[config.mk]
export PLATFORM = sky130hd
export DESIGN_NAME = apb_master_ctrl
export DESIGN_NICKNAME = d
export VERILOG_FILES = /design/src/rtl/apb_ctrl_pkg.sv /design/src/rtl/rr_arbiter.sv /design/src/rtl/apb_master_ctrl.sv
export SDC_FILE = /design/constraint.sdc
export NUM_CORES = 1
export LEC_CHECK = 0
export ABC_AREA = 1
export CAP_MARGIN = 20
export CORE_AREA = 8 8 165 167
export CTS_CLUSTER_DIAMETER = 60
export DETAILED_ROUTE_END_ITERATION = 6
export DIE_AREA = 0 0 173 175
export PLACE_DENSITY = 0.83
export SYNTH_ARGS = -nofsm -noshare
export SYNTH_HDL_FRONTEND = slang
export SYNTH_SLANG_ARGS = --single-unit
[constraint.sdc]
create_clock -name PCLK -period 2.26 [get_ports PCLK]
set_input_delay 0.339 -clock PCLK [delete_from_list [all_inputs] [get_ports PCLK]]
set_output_delay 0.339 -clock PCLK [all_outputs]
set_load 0.005 [all_outputs]
[src/rtl/apb_ctrl_pkg.sv]
// apb_ctrl_pkg: types and constants shared by the APB master controller.
// Holds the bus FSM state encoding and the PPROT bit positions.
package apb_ctrl_pkg;

    typedef enum logic [1:0] {
        IDLE   = 2'd0,
        SETUP  = 2'd1,
        ACCESS = 2'd2
    } apb_state_e;

    localparam int PPROT_PRIV   = 0;
    localparam int PPROT_NONSEC = 1;
    localparam int PPROT_INSTR  = 2;

endpackage

[src/rtl/rr_arbiter.sv]
// rr_arbiter: round-robin pick among N requests, starting after `last`.
// Produces a one-hot grant and the encoded winner; silent when disabled.
module rr_arbiter #(
    parameter int N = 4
) (
    input  logic [N-1:0]         req,
    input  logic [$clog2(N)-1:0] last,
    input  logic                 en,
    output logic [N-1:0]         gnt,
    output logic [$clog2(N)-1:0] idx
);

    localparam int IW = $clog2(N);

    // Scan last+1 .. last+N (mod N) and keep the first pending request.
    always_comb begin
        logic [IW-1:0] k;
        logic          found;
        gnt   = '0;
        idx   = '0;
        found = 1'b0;
        k     = '0;
        for (int i = 1; i <= N; i++) begin
            k = IW'((int'(last) + i) % N);
            if (en && !found && req[k]) begin
                found  = 1'b1;
                gnt[k] = 1'b1;
                idx    = k;
            end
        end
    end

endmodule

[src/rtl/apb_master_ctrl.sv]
// apb_master_ctrl: shares one APB4 master port among NUM_REQ requesters.
// Round-robin arbitration, PREADY timeout, per-requester response pulse.
module apb_master_ctrl
    import apb_ctrl_pkg::*;
#(
    parameter int ADDR_WIDTH = 32,
    parameter int DATA_WIDTH = 32,
    parameter int NUM_REQ    = 4,
    parameter int TIMEOUT    = 16
) (
    input  logic                            PCLK,
    input  logic                            PRESET,
    input  logic [NUM_REQ-1:0]              req_valid,
    output logic [NUM_REQ-1:0]              req_ready,
    input  logic [NUM_REQ-1:0]              req_write,
    input  logic [NUM_REQ*ADDR_WIDTH-1:0]   req_addr,
    input  logic [NUM_REQ*DATA_WIDTH-1:0]   req_wdata,
    input  logic [NUM_REQ*DATA_WIDTH/8-1:0] req_strb,
    input  logic [NUM_REQ*3-1:0]            req_prot,
    output logic [NUM_REQ-1:0]              rsp_valid,
    output logic [DATA_WIDTH-1:0]           rsp_rdata,
    output logic                            rsp_err,
    output logic [ADDR_WIDTH-1:0]           PADDR,
    output logic [2:0]                      PPROT,
    output logic                            PNSE,
    output logic                            PSEL,
    output logic                            PENABLE,
    output logic                            PWRITE,
    output logic [DATA_WIDTH-1:0]           PWDATA,
    output logic [DATA_WIDTH/8-1:0]         PSTRB,
    input  logic                            PREADY,
    input  logic [DATA_WIDTH-1:0]           PRDATA,
    input  logic                            PSLVERR,
    output logic                            PWAKEUP
);

    localparam int STRB_W = DATA_WIDTH / 8;
    localparam int IW     = $clog2(NUM_REQ);
    localparam int CW     = (TIMEOUT > 0) ? $clog2(TIMEOUT + 1) : 1;

    apb_state_e    state;
    apb_state_e    state_nxt;
    logic [IW-1:0] last;
    logic [IW-1:0] win_idx;
    logic [IW-1:0] owner;
    logic [CW-1:0] to_cnt;
    logic          complete;
    logic          timeout;
    logic          accept_pt;
    logic          accept;

    // A transfer ends either on PREADY or on the wait-state limit.
    assign complete  = (state == ACCESS) && PREADY;
    assign timeout   = (TIMEOUT != 0) && (state == ACCESS) && !PREADY
                       && (to_cnt == CW'(TIMEOUT - 1));
    assign accept_pt = (state == IDLE) || complete;
    assign accept    = accept_pt && (|req_valid);

    assign PSEL    = (state != IDLE);
    assign PENABLE = (state == ACCESS);
    assign PNSE    = 1'b0;
    assign PWAKEUP = (|req_valid) || (state != IDLE);

    rr_arbiter #(
        .N (NUM_REQ)
    ) u_arb (
        .req  (req_valid),
        .last (last),
        .en   (accept_pt),
        .gnt  (req_ready),
        .idx  (win_idx)
    );

    // Next-state decode; a completing ACCESS may chain straight into SETUP.
    always_comb begin
        state_nxt = state;
        unique case (state)
            IDLE:    state_nxt = accept ? SETUP : IDLE;
            SETUP:   state_nxt = ACCESS;
            ACCESS: begin
                if (complete)
                    state_nxt = accept ? SETUP : IDLE;
                else if (timeout)
                    state_nxt = IDLE;
                else
                    state_nxt = ACCESS;
            end
            default: state_nxt = IDLE;
        endcase
    end

    // FSM state register.
    always_ff @(posedge PCLK or negedge PRESET) begin
        if (!PRESET)
            state <= IDLE;
        else
            state <= state_nxt;
    end

    // Wait-state counter: cleared in SETUP, counts PREADY-low ACCESS cycles.
    always_ff @(posedge PCLK or negedge PRESET) begin
        if (!PRESET)
            to_cnt <= '0;
        else if (state == SETUP)
            to_cnt <= '0;
        else if ((state == ACCESS) && !PREADY && (to_cnt != CW'(TIMEOUT)))
            to_cnt <= to_cnt + CW'(1);
    end

    // Command register and round-robin pointer, loaded on acceptance.
    always_ff @(posedge PCLK or negedge PRESET) begin
        if (!PRESET) begin
            last   <= IW'(NUM_REQ - 1);
            owner  <= '0;
            PADDR  <= '0;
            PWRITE <= 1'b0;
            PWDATA <= '0;
            PSTRB  <= '0;
            PPROT  <= '0;
        end else if (accept) begin
            last   <= win_idx;
            owner  <= win_idx;
            PADDR  <= req_addr[win_idx*ADDR_WIDTH +: ADDR_WIDTH];
            PWRITE <= req_write[win_idx];
            PWDATA <= req_wdata[win_idx*DATA_WIDTH +: DATA_WIDTH];
            PSTRB  <= req_write[win_idx]
                      ? req_strb[win_idx*STRB_W +: STRB_W] : '0;
            PPROT  <= req_prot[win_idx*3 +: 3];
        end
    end

    // Response pulse to the owner one cycle after completion or timeout.
    always_ff @(posedge PCLK or negedge PRESET) begin
        if (!PRESET) begin
            rsp_valid <= '0;
            rsp_rdata <= '0;
            rsp_err   <= 1'b0;
        end else begin
            rsp_valid <= '0;
            if (complete || timeout) begin
                rsp_valid <= NUM_REQ'(1) << owner;
                rsp_rdata <= (complete && !PWRITE) ? PRDATA : '0;
                rsp_err   <= (complete && PSLVERR) || timeout;
            end
        end
    end

endmodule

**Word level (Yosys, flattened, before mapping)**

Index checks and enable logic that the tools add are counted.
W data, S select, Z words.

- Magnitude comparators: 9
- Add/sub/neg operators: 5
- Multiplexer cells: 38
- Equality and inequality tests: 4
- Bitwise gates (word level): 3
- Reduce and logical (&&, ||, !) cells: 31
- Shift-type cells: 5
- Multiply operators: 1

Operators by type and width:

| kind | count |
|---|---|
| $shiftx A128 B8 Y32 | 2 |
| $mux W32 | 1 |
| $mux W4 | 6 |
| $logic_and A1 B1 Y1 | 18 |
| $shiftx A16 B5 Y4 | 1 |
| $lt A2 B3 Y1 const B | 5 |
| $mux W1 | 13 |
| $mux W2 | 6 |
| $or A4 B4 Y4 | 3 |
| $shiftx A12 B5 Y3 | 1 |
| $bmux W1 S2 | 5 |
| $mux W5 | 2 |
| $demux W1 S2 | 4 |
| $ge A2 B1 Y1 const B | 4 |
| $pmux W2 S3 | 1 |
| $add A5 B1 Y5 const B | 1 |
| $eq A5 B4 Y1 const B | 1 |
| $logic_not A1 Y1 | 5 |
| $ne A5 B5 Y1 const B | 1 |
| $add A2 B1 Y2 const B | 2 |
| $add A2 B2 Y2 const B | 2 |
| $logic_or A1 B1 Y1 | 4 |
| $mul A2 B2 Y4 const B | 1 |
| $reduce_bool A2 Y1 | 2 |
| 5 further kinds | 5 |

- Input port bits: 328
- Output and inout port bits: 117
- Logic and storage cells: 108
- Flip-flop bits (word level): 120

**Longest topological paths before layout**

- Depth after elaboration: 20
- Gate-level depth with buffers: 18
- Gate-level depth less buffers: 16

**By module**

A second synthesis with hierarchy kept.

- Cell total of the unflattened synthesis: 1183
- Area, all modules: 7604.8 µm²

Modules (own cells, without submodules):

| module | cells an instance | seq. area each (µm²) | area each (µm²) | instances |
|---|---|---|---|---|
| apb_master_ctrl | 1101 | 3005.4 | 7120.6 | 1 |
| rr_arbiter | 82 | 0.0 | 484.2 | 1 |

**Worst setup path before layout**

No wires, ideal clock.

- Kind: reg-to-reg
- From: register last[0]
- To: register PADDR[23]
- Cell stages (with the launch flop): 19
- Data required time: 2.143 ns
- Path buffers: 2
- Setup time: 0.117 ns
- Clock period less this slack: 2.451 ns
- Path slack: -0.191 ns
- Arrival: 2.335 ns
- Cells stage by stage: dfstp_2 -> inv_2 -> ha_1 -> inv_1 -> nand3_1 -> nand2_1 -> nand3_1 -> nor2_2 -> nor2_1 -> nand2_2 -> nand2_4 -> inv_2 -> buf_4 -> buf_6 -> nand2_1 -> nand3_1 -> nand2_1 -> nand2_1 -> nand2_1

- Cells in the longest elaborated chain, start to end: 18
- Elaborated cells on any way between the ends: 30
- Those cells by class: add/sub: 4; shift: 1; mux: 15; reduce/logical: 10

Ends and longest elaborated chain:

| what | line | text |
|---|---|---|
| from (decl) | apb_master_ctrl.sv:43 | `logic [IW-1:0] last;` |
| from (signal assigned) | apb_master_ctrl.sv:113 | `last <= IW'(NUM_REQ - 1);` |
| from (signal assigned) | apb_master_ctrl.sv:121 | `last <= win_idx;` |
| $add A2 B1 Y2 | rr_arbiter.sv:24 | `k = IW'((int'(last) + i) % N);` |
| $bmux W1 S2 | rr_arbiter.sv:25 | `if (en && !found && req[k]) begin` |
| $mux W1 (not written as such) | rr_arbiter.sv:25 |  |
| $logic_and A1 B1 Y1 | rr_arbiter.sv:25 |  |
| $mux W1 | rr_arbiter.sv:25 |  |
| $logic_not A1 Y1 | rr_arbiter.sv:25 |  |
| $logic_and A1 B1 Y1 (2 in series) | rr_arbiter.sv:25 |  |
| $mux W1 | rr_arbiter.sv:25 |  |
| $logic_not A1 Y1 | rr_arbiter.sv:25 |  |
| $logic_and A1 B1 Y1 (2 in series) | rr_arbiter.sv:25 |  |
| $mux W1 | rr_arbiter.sv:25 |  |
| $logic_not A1 Y1 | rr_arbiter.sv:25 |  |
| $logic_and A1 B1 Y1 (2 in series) | rr_arbiter.sv:25 |  |
| $mux W2 (*) | rr_arbiter.sv:25 |  |
| $shiftx A128 B8 Y32 (*) | apb_master_ctrl.sv:123 | `PADDR <= req_addr[win_idx*ADDR_WIDTH +: ADDR_WIDTH];` |
| to (signal assigned) | apb_master_ctrl.sv:123 |  |
| to (decl) | apb_master_ctrl.sv:23 | `output logic [ADDR_WIDTH-1:0] PADDR,` |

Mark *: on every way between the ends. The rest lies on a longest branch, timed or not. The select of a mux whose other input is x is not followed.
A chain may end at the register's enable or synchronous reset.

**Worst setup path after layout**

- From: register last[1]
- To: output req_ready[3]

- Cells in the longest elaborated chain, start to end: 17
- Elaborated cells on any way between the ends: 52
- Those cells by class: add/sub: 4; order compare: 8; mux: 23; bitwise: 3; reduce/logical: 14

Ends and longest elaborated chain:

| what | line | text |
|---|---|---|
| parallel branches: the longest is 16 deep, another holds $lt A2 B3 Y1 | -- |  |
| $mux W4 (*) | rr_arbiter.sv:25 |  |
| to (decl) | apb_master_ctrl.sv:14 | `output logic [NUM_REQ-1:0] req_ready,` |

Mark *: on every way between the ends. The select of a mux whose other input is x is not followed.

==> key figures <==
Synthesis
  – Avg Inst Size Synth: 6.33 um2
  – Synth cell types: 33
  – Cell taking the most area after synthesis: dfrtp_1
  – Synth warn: 0
  – FF+latch count, synth: 120
  – Post-synth top area share: 35.8%
  – Mapped Area: 0.00824 mm2
  – Synth top area cells: dfrtp_1 36%, nand2_1 27%, inv_1 11%
  – Synthesized net count: 1640
  – Post-Synthesis Cells: 1301
  – Asr flop ratio synth: 100%
  – Number of synthesized flops with an enable pin: 0
  – Sequential area share after synthesis: 36.5%
  – Most used DFF post-synth: dfrtp_1

Global routing
  – Global-route wire length before repair: 56000 um
  – Initial antenna violation count: 1
  – Largest net degree at the start of global routing: 73
  – Total gr overflow: 0
  – Vias in the first global route: 10600
  – Gr usage total: 22.9%

Power and ir drop
  – PwrDens: 1740 mW/mm2
  – P_leak: 8.17 nW
  – Peak supply drop: 1230 uV

Worst setup path
  – Crit Path Max Fanout: 4
  – CP required: 1920 ps
  – Cell mode on critical path: inv_2
  – Worst path slowest cell: dfstp_2
  – Crit. End Element: primary output
  – Kind of critical path: flip-flop to primary output
  – Largest stage delay, worst path: 540 ps
  – CP Launch Type: flip-flop
  – Cells along the critical path: inv_2 -> ha_4 -> inv_4 -> nand3_2 -> nand2_2 -> inv_2 -> nand4_1 -> buf_4 -> inv_2 -> a221oi_2 -> o21ai_2 -> buf_2
  – Arr. time, crit path: 2390 ps

STA
  – Fmax: 0.366 GHz
  – Period utilization: 121%
  – RSZ-0062 raised after global routing: yes
  – Final worst slack: -469 ps
  – Crit path time final: 2730 ps
  – Pins Over Slew Limit: 0
  – Final setup vio count: 80
  – Final Hold Viols: 0
  – Final Skew: 10.6 ps

Placement
  – DP Area: 0.0133 mm2
  – Gpl congestion: 0.916
  – DPL Wire Length: 25900 um
  – Dpl ws: -391 ps
  – I/O Buffers: 443

Detailed routing
  – Drt initial violations: 728
  – Wl on met1: 15000 um
  – WL met2: 20300 um
  – Routed met3 length: 3280 um
  – Post-route ant nets: 0
  – WL/cell: 18.8 um
  – Vias: 10700
  – DR DRC count: 0
  – Max layer used: met4
  – First-pass detailed-route iteration total: 5
  – Via/cell ratio: 4.97
  – Final wirelength: 40400 um

Clock network
  – CTS buffer count: 17
  – CTS tree: done
  – Clk sinks: 120
  – Worst-Skew Late Latency: 410 ps
  – CTS root buf: clkbuf_16
  – CTS H-tree lvls: 4
  – CTS clk-pin slew, worst paths: 70 ps
  – Clock buffer depth: 2

Layout
  – Layout cells sized above 1: 23.1%
  – Fin area: 0.0161 mm2
  – Fillers: 1886
  – Nets: 2144
  – P&R area growth vs syn: 95.9%

Die
  – Core area: 0.0247 mm2
  – Std cell rows: 58
  – # IOs: 445
  – Die Area: 0.0303 mm2
  – Initial Util: 33.4%
  – Die W: 173 um
  – Die height: 175 um

Run
  – Max-cap violations: 0

Min path
  – HP Class: primary input to async pin

Run status
  – Failing checks: setup timing
  – Status: finished, violations left
## report_power, final
group	total (W)	switching, W	internal [W]
registers	0.00373	0.000578	0.00315
logic	0.0217	0.0115	0.0102
clock network	0.00268	0.00121	0.00148
## synthesized netlist by cell type, types with 2 or more instances
library cell,count
a21oi_1,3
a221oi_1,2
a22oi_1,2
a32o_1,32
buf_1,2
buf_2,16
buf_4,5
buf_6,19
clkbuf_1,30
dfrtp_1,118
dfstp_2,2
ha_1,11
inv_1,249
inv_2,3
nand2_1,587
nand2_2,7
nand3_1,104
nand4_1,2
nor2_1,10
nor3_1,5
o211ai_1,2
o21ai_0,18
o21ai_1,62
## sequential cells by signal (all words and copies together) (netlist names), 2 cells and up
register   cells
state          2
PPROT          3
owner          2
rsp_rdata     32
PADDR         32
PSTRB          4
rsp_valid      4
last           2
to_cnt         5
PWDATA        32
## cell families after synthesis
| logic type | after synthesis | synth area share, % |
|---|---|---|
| simple gates | 722 | 35.2 |
| buf+inv | 324 | 17.0 |
| compound gates | 123 | 9.69 |
| flops | 120 | 36.5 |
| fa+ha+maj | 11 | 1.67 |
| other cells | 1 | 0.0455 |
## placed cells by master (no fill, tap or decap), types with 15 or more instances in the layout
cell,count
nand2_1,452
clkdlybuf4s50_1,438
inv_1,242
dfrtp_1,118
nand2_2,88
nand3_1,54
nand2_4,53
o21ai_2,49
nand3_2,47
buf_4,36
a32o_1,32
clkbuf_16,27
o21ai_1,22
buf_12,22
buf_6,20
buf_8,15
## critical path, delay by kind of cell (launching register included)
family	cells	cell delay (ps)
and+or+nand+nor	3	330
AOI/OAI and AO/OA	2	330
adders and majority gates	1	270
buffers and inverters	6	500
DFF	1	540
## cell type report
class	count	area (um2)	area share [%]
inverters	252	990	6.13
repair buffers	555	6070	37.6
clock buffers	17	425	2.64
diodes	1	2.50	0.0155
multi-input cells	858	5060	31.3
flip-flops and latches	120	3010	18.6
well taps	330	413	2.56
repair inverters	1	16.3	0.101
clock inverters	15	156	0.969
## metrics by stage
stage	utilization (%)	instances	power, W	hold WS, ps	setup TNS, ps
after global routing	65.4	2149	0.0299	268	-40180
after floorplan	-	1301	0.0120	43.4	-1090
final	65.4	2149	0.0281	281	-30940
after detailed placement	54.0	2062	0.0175	163	-24490
after global placement	54.0	2062	0.0172	163	-21520
after CTS	60.6	2126	0.0242	259	-17370
## final timing paths
kind	start	end	slack, ps	cells past startpoint
worst min register to register	PWDATA[21]	PWDATA[21]	470	2
min in group PCLK	PWDATA[21]	PWDATA[21]	470	2
worst max register to register	last[0]	PADDR[6]	-450	19
worst max-delay path	last[1]	req_ready[3]	-470	12
max in group asynchronous	PRESET	PWDATA[24]	1380	3
worst min-delay path	PRESET	PSTRB[3]	280	2
## per-layer routing
metal	track usage, %	up-vias
met1	25.3	5037
met5	0	-
met2	40.9	572
met4	9.23	0
li1	-	4951
met3	6.71	113
## what timing repair did
action / CTS / global route
setup buffers: 18 / 20
pin swaps: 62 / 97
endpoints found under the setup margin: 77 / 81
gates resized for setup: 183 / 240
gates cloned: 14 / 13
endpoints found under the hold margin: 46 / 0
hold buffers: 1 / 0
No activity file was read; power rests on OpenSTA's default activity.
